[src/rtl/deskew_sequencer_if.sv]
// Handshake bundle between the LTSSM, the lane deskew controller and the
// deskew sequencer.
interface deskew_sequencer_if #(
   parameter int lane_count = 32,
   parameter int MAX_RETRY  = 3
);
   localparam int RW = $clog2(MAX_RETRY + 1);

   logic                  deskew_req;
   logic                  Deskew_error;
   logic                  valid_deskew;
   logic [lane_count-1:0] valid_data;
   logic                  EN_LTSSM;
   logic                  Soft_RST_blocks;
   logic                  deskew_locked;
   logic                  deskew_fail;
   logic                  rx_data_gate;
   logic [RW-1:0]         retry_cnt;

   modport master (
      input  deskew_req,
      input  Deskew_error,
      input  valid_deskew,
      input  valid_data,
      output EN_LTSSM,
      output Soft_RST_blocks,
      output deskew_locked,
      output deskew_fail,
      output rx_data_gate,
      output retry_cnt
   );

   modport slave (
      output deskew_req,
      output Deskew_error,
      output valid_deskew,
      output valid_data,
      input  EN_LTSSM,
      input  Soft_RST_blocks,
      input  deskew_locked,
      input  deskew_fail,
      input  rx_data_gate,
      input  retry_cnt
   );
endinterface

[src/rtl/deskew_sequencer.sv]
// Lane deskew sequencer: flush, arm, wait for lock with bounded retries,
// and gate RX data until lanes are aligned.
module deskew_sequencer #(
   parameter int lane_count   = 32,
   parameter int FLUSH_CYCLES = 4,
   parameter int SDS_TIMEOUT  = 1024,
   parameter int MAX_RETRY    = 3
) (
   input  logic               RX_CLK,
   input  logic               rst,
   deskew_sequencer_if.master bus
);
   localparam int RW = $clog2(MAX_RETRY + 1);
   localparam int TW = $clog2(SDS_TIMEOUT);

   typedef enum logic [2:0] {
      IDLE, FLUSH, ARM, BACKOFF, LOCKED, FAIL
   } state_t;

   state_t        state;
   state_t        next;
   logic [3:0]    flush_cnt;
   logic [TW-1:0] timer;
   logic [RW-1:0] retry;
   logic          aligned;

   assign aligned = bus.valid_deskew & (&bus.valid_data);

   always_comb begin
      next = state;
      unique case (state)
         IDLE:
            if (bus.deskew_req) next = FLUSH;
         FLUSH:
            if (flush_cnt == 4'(FLUSH_CYCLES - 1)) next = ARM;
         ARM:
            // first ARM cycle ignored: controller flags still settling
            if (timer != '0) begin
               if (bus.Deskew_error) next = BACKOFF;
               else if (aligned) next = LOCKED;
               else if (timer == TW'(SDS_TIMEOUT - 1)) next = BACKOFF;
            end
         BACKOFF:
            next = (retry == RW'(MAX_RETRY)) ? FAIL : FLUSH;
         LOCKED:
            if (bus.Deskew_error) next = BACKOFF;
         FAIL:
            next = FAIL;
         default:
            next = IDLE;
      endcase
      if (!bus.deskew_req && state != IDLE) next = IDLE;
   end

   always_ff @(posedge RX_CLK) begin
      if (rst) begin
         state               <= IDLE;
         flush_cnt           <= '0;
         timer               <= '0;
         retry               <= '0;
         bus.EN_LTSSM        <= 1'b0;
         bus.Soft_RST_blocks <= 1'b0;
         bus.deskew_locked   <= 1'b0;
         bus.deskew_fail     <= 1'b0;
         bus.rx_data_gate    <= 1'b0;
      end else begin
         state     <= next;
         flush_cnt <= (state == FLUSH && next == FLUSH) ?
                      flush_cnt + 4'd1 : 4'd0;
         timer     <= (state == ARM && next == ARM) ?
                      timer + TW'(1) : '0;
         if (state == IDLE && next == FLUSH)
            retry <= '0;
         else if (next == BACKOFF && state != BACKOFF &&
                  retry != RW'(MAX_RETRY))
            retry <= retry + RW'(1);
         bus.EN_LTSSM        <= (next == ARM) || (next == LOCKED);
         bus.Soft_RST_blocks <= (next == FLUSH);
         bus.deskew_locked   <= (next == LOCKED);
         bus.deskew_fail     <= (next == FAIL);
         bus.rx_data_gate    <= (next == LOCKED);
      end
   end

   assign bus.retry_cnt = retry;
endmodule

[src/flat_wrapper.sv]
// flat-port wrapper written by rule: the top's interface ports become plain ports
module deskew_sequencer_flat 
#(
   parameter int lane_count   = 32,
   parameter int FLUSH_CYCLES = 4,
   parameter int SDS_TIMEOUT  = 1024,
   parameter int MAX_RETRY    = 3
)
  (RX_CLK, rst, bus_deskew_req, bus_Deskew_error, bus_valid_deskew, bus_valid_data, bus_EN_LTSSM, bus_Soft_RST_blocks, bus_deskew_locked, bus_deskew_fail, bus_rx_data_gate, bus_retry_cnt);
  deskew_sequencer_if #(.lane_count(lane_count), .MAX_RETRY(MAX_RETRY)) bus_i ();
  input  logic RX_CLK;
  input  logic rst;
  input wire logic [$bits(bus_i.deskew_req)-1:0] bus_deskew_req;
  input wire logic [$bits(bus_i.Deskew_error)-1:0] bus_Deskew_error;
  input wire logic [$bits(bus_i.valid_deskew)-1:0] bus_valid_deskew;
  input wire logic [$bits(bus_i.valid_data)-1:0] bus_valid_data;
  output wire logic [$bits(bus_i.EN_LTSSM)-1:0] bus_EN_LTSSM;
  output wire logic [$bits(bus_i.Soft_RST_blocks)-1:0] bus_Soft_RST_blocks;
  output wire logic [$bits(bus_i.deskew_locked)-1:0] bus_deskew_locked;
  output wire logic [$bits(bus_i.deskew_fail)-1:0] bus_deskew_fail;
  output wire logic [$bits(bus_i.rx_data_gate)-1:0] bus_rx_data_gate;
  output wire logic [$bits(bus_i.retry_cnt)-1:0] bus_retry_cnt;
  assign bus_i.deskew_req = bus_deskew_req;
  assign bus_i.Deskew_error = bus_Deskew_error;
  assign bus_i.valid_deskew = bus_valid_deskew;
  assign bus_i.valid_data = bus_valid_data;
  assign bus_EN_LTSSM = bus_i.EN_LTSSM;
  assign bus_Soft_RST_blocks = bus_i.Soft_RST_blocks;
  assign bus_deskew_locked = bus_i.deskew_locked;
  assign bus_deskew_fail = bus_i.deskew_fail;
  assign bus_rx_data_gate = bus_i.rx_data_gate;
  assign bus_retry_cnt = bus_i.retry_cnt;
  deskew_sequencer #(.lane_count(lane_count), .FLUSH_CYCLES(FLUSH_CYCLES), .SDS_TIMEOUT(SDS_TIMEOUT), .MAX_RETRY(MAX_RETRY)) u_core (.RX_CLK(RX_CLK), .rst(rst), .bus(bus_i));
endmodule
[config.mk]
export PLATFORM = sky130hd
export DESIGN_NAME = deskew_sequencer_flat
export DESIGN_NICKNAME = d
export VERILOG_FILES = /design/src/rtl/deskew_sequencer_if.sv /design/src/rtl/deskew_sequencer.sv /design/src/flat_wrapper.sv
export SDC_FILE = /design/constraint.sdc
export NUM_CORES = 1
export LEC_CHECK = 0
export BUFFER_PORTS_ARGS = -buffer_cell sky130_fd_sc_hd__buf_4
export CAP_MARGIN = 30
export CELL_PAD_IN_SITES_DETAIL_PLACEMENT = 0
export CELL_PAD_IN_SITES_GLOBAL_PLACEMENT = 1
export CORE_ASPECT_RATIO = 2
export CORE_MARGIN = 3
export CORE_UTILIZATION = 30
export DETAILED_ROUTE_END_ITERATION = 8
export HOLD_SLACK_MARGIN = 0.08
export PLACE_DENSITY_LB_ADDON = 0.3
export SLEW_MARGIN = 20
export SYNTH_ARGS = -nofsm -noshare
export SYNTH_HDL_FRONTEND = slang
export SYNTH_SLANG_ARGS = --single-unit
[constraint.sdc]
create_clock -name RX_CLK -period 6.7 [get_ports RX_CLK]
set_input_delay 1.34 -clock RX_CLK [delete_from_list [all_inputs] [get_ports RX_CLK]]
set_output_delay 1.34 -clock RX_CLK [all_outputs]
set_load 0.05 [all_outputs]
==> summary.md <==
| Metric | Value |
|---|---|
| Outcome | completed |
| Fmax | 361 MHz |
| Reg2reg end | u_core.flush_cnt[0]$_SDFF_PP0_ |
| Max Cap Viol | 0 |
| Final hold viol count | 0 |
| Tcrit/Tclk final | 41.3% |
| Inst Count DP | 230 |
| PortBufs | 43 |
| Core area | 4130 um^2 |
| DR pass1 iterations | 4 |
| Syn-to-layout area delta | 28.8% |
| Max-slew violations | 0 |
| Die W | 52.3 um |
| R2r startpoint | u_core.timer[0]$_SDFF_PP0_ |
| P per Cell Area | 156 nW/um^2 |
| WP data arrival | 2.94 ns |
| ANT cells | 0 |
| Most used DFF post-synth | dfxtp_1 |
| Row cnt | 33 |
| Worst IR Drop VDD | 130 uV |
| Post_cts resized | 0 |
| Drc violations | 0 |
| Clock Skew | 0.00582 ns |
| R2R setup slack | 4.16 ns |
| Final Critical Period | 2.77 ns |
| Clk buf depth | 2 |
| Layout Cells excl Fill | 234 |
| Boundary Pins | 44 |
| Distinct cells, synth | 46 |
| Die height | 98.7 um |
| Number of global-route vias before repair | 1,212 |
| Initial core utilization | 31.2% |
| Avg Cell Area, Syn | 9.14 um^2 |
| # fillers | 443 |
| Detailed placer's ending HPWL | 2710 um |
| Max incr delay on CP | 0.48 ns |
| Final global-route overflow total | 0 |
| Detailed Route Iter0 Violations | 11 |
| Cells along the critical path | buf_4 -> nor2_1 -> a211o_2 -> a21oi_1 -> a221oi_4 -> or3_1 -> nor4_1 |
| Root Driver | clkbuf_8 |
| Post-synth ARST share | 0% |
| Post-Syn Nets | 182 |
| EDFF count, synth | 0 |
| Worst Setup EP | u_core.flush_cnt[0]$_SDFF_PP0_ |
| CP bufs+invs | 1 |
| Clock transition at path regs | 0.09 ns |
| Nets | 224 |
| Hold Path Depth | 1 |
| Vias after detailed routing | 1,161 |
| Seq cells post-synth | 23 |
| Worst setup EP type | register |
| Cell family contributing the most delay on the critical path | simple AND/OR/NAND/NOR gates |
| Worst setup path startpoint | bus_deskew_req |
| Post-route ant nets | 0 |
| RSZ-0062 raised after global routing | false |
| Worst slack, placed | 3.60 ns |
| CTS Buf Count | 3 |
| Postcts setup bufs | 0 |
| Max FO, Critical Path | 7 |
| Worst hold slack | 0.475 ns |
| Wirelength per Cell | 13.3 um |
| Leakage | 0.686 nW |
| Post-route setup slack | 3.93 ns |
| CP Data Required Time | 6.88 ns |
| Initial antenna violation count | 0 |
| CTS H-tree depth | 1 |
| Die footprint | 5170 um^2 |
| Number of hold buffers added after CTS | 0 |
| Worst rel slew slack | 71.9% |
| CTS sink cnt | 23 |
| Vias/cell | 4.96 |
| Post-Synthesis Cells | 141 |
| CTS tree | built |
| Startpoint Class | primary input |
| Least-Margin Pin Slew | 0.416 ns |
| Largest net degree at the start of global routing | 15 |
| Post-Synthesis Cell Area | 1290 um^2 |
| Synth warn | 0 |
| Final RePlAce weighted congestion | 0.811 |
| WL final | 3120 um |
| Cell depth of the worst setup path | 7 |
| Setup TNS | 0 ns |
| Worst-skew pair later-pin latency | 0.27 ns |
| GRT Util Overall | 13.0% |
| Seq/Total Area, Yosys | 35.7% |
| Share of post-route cells with drive strength above 1 | 34.1% |
| Global-route wire length before repair | 5120 um |
| Final setup fails | 0 |
| HP Class | reg2reg |
| Reg2Reg Depth | 8 |
| Worst path slowest cell | or3_1 |
| CP Class | in2reg |
area by class of cell:
type                    instances  area, um^2  share of cell area, %
multi-input cells             104         733                   44.2
clock buffers                   3        41.3                   2.49
inverters                       8        30.0                   1.81
clock inverters                 1        7.51                  0.452
flip-flops and latches         23         460                   27.7
well taps                      52        65.1                   3.92
repair buffers                 43         323                   19.4
where the power goes:
part	internal [W]	total, W	switching [W]
registers	0.000138	0.000140	0.00000211
clock network	0.0000422	0.0000896	0.0000474
logic	0.0000183	0.0000302	0.0000119
total	0.000198	0.000260	0.0000614
sequential cells by signal, summed over array words and instances, names as in the netlist:
| signal | flops |
|---|---|
| u_core.bus.deskew_fail | 1 |
| u_core.timer | 10 |
| u_core.state | 3 |
| u_core.bus.EN_LTSSM | 1 |
| u_core.bus.deskew_locked | 1 |
| u_core.bus.retry_cnt | 2 |
| u_core.flush_cnt | 4 |
| u_core.bus.Soft_RST_blocks | 1 |
placed cells by master, fill, tap and decap left out, drive strengths merged, types with 2 or more instances in the layout:
master,instances
buf,43
dfxtp,23
nor2,22
inv,8
nand4,8
nand2,7
xor2,7
nand3,6
nor4,5
a21oi,4
nor3,4
xnor2,4
ha,4
clkbuf,3
or3,3
nor3b,3
and3,2
nor2b,2
synthesized netlist by cell type (all sizes together), types with 2 or more instances:
library cell	number	area, um^2
nor3b	3	33.8
buf	2	18.8
nor4	5	46.3
a21oi	4	20.0
nor2b	2	12.5
nand2	7	26.3
ha	4	50.1
nand4	8	50.1
xor2	7	61.3
dfxtp	23	460
nor3	4	20.0
or3	3	20.0
xnor2	4	35.0
inv	8	30.0
and3	2	15.0
nand3	6	30.0
clkbuf	4	46.3
nor2	22	82.6
worst register-to-register path: stages (launching register included):
cell	delay (ns)
dfxtp_1	0.35
inv_1	0.07
ha_1	0.16
or4b_4	0.50
o41ai_2	0.39
nor2_1	0.14
a221oi_4	0.43
or3_1	0.31
nor4_1	0.10
layer usage:
layer | GRT usage (%) | vias up | wire length, um
li1 | - | 586 | -
met1 | 11.4 | 553 | 1010
met2 | 26.1 | 17 | 2000
met3 | 1.66 | 5 | 50
met4 | 6.69 | 0 | 62
met5 | 0 | - | 0
cells by family (layout without fill, tap and decap cells):
kind of cell,after synthesis,in the layout,synth area share (%)
AO/OA/AOI/OAI,19,19,13.9
AND/OR/NAND/NOR,69,69,30.9
adder cells (fa/ha/maj),4,4,3.88
XOR/XNOR,11,11,7.48
multiplexers,1,1,0.777
buffers and inverters,14,55,7.38
flip-flops,23,23,35.7
how the worst min path moves through the flow:
stage                                        start                              to  slack [ns]
finish                  u_core.timer[0]$_SDFF_PP0_      u_core.timer[0]$_SDFF_PP0_        0.48
global route            u_core.timer[0]$_SDFF_PP0_      u_core.timer[0]$_SDFF_PP0_        0.50
CTS                     u_core.timer[0]$_SDFF_PP0_      u_core.timer[0]$_SDFF_PP0_        0.49
detailed placement      u_core.timer[0]$_SDFF_PP0_      u_core.timer[0]$_SDFF_PP0_        0.47
global placement        u_core.timer[0]$_SDFF_PP0_      u_core.timer[0]$_SDFF_PP0_        0.44
floorplan           u_core.flush_cnt[0]$_SDFF_PP0_  u_core.flush_cnt[0]$_SDFF_PP0_        0.43
through the flow:
| step | total power, W | instance area [um^2] | utilization [%] |
|---|---|---|---|
| after detailed placement | 0.000174 | 1610 | 39.0 |
| after floorplan | 0.000156 | 1290 | - |
| after CTS | 0.000263 | 1660 | 40.2 |
| final | 0.000260 | 1660 | 40.2 |
| after global placement | 0.000173 | 1610 | 39.0 |
| after global routing | 0.000270 | 1660 | 40.2 |
(Power assumes the default switching activity.)
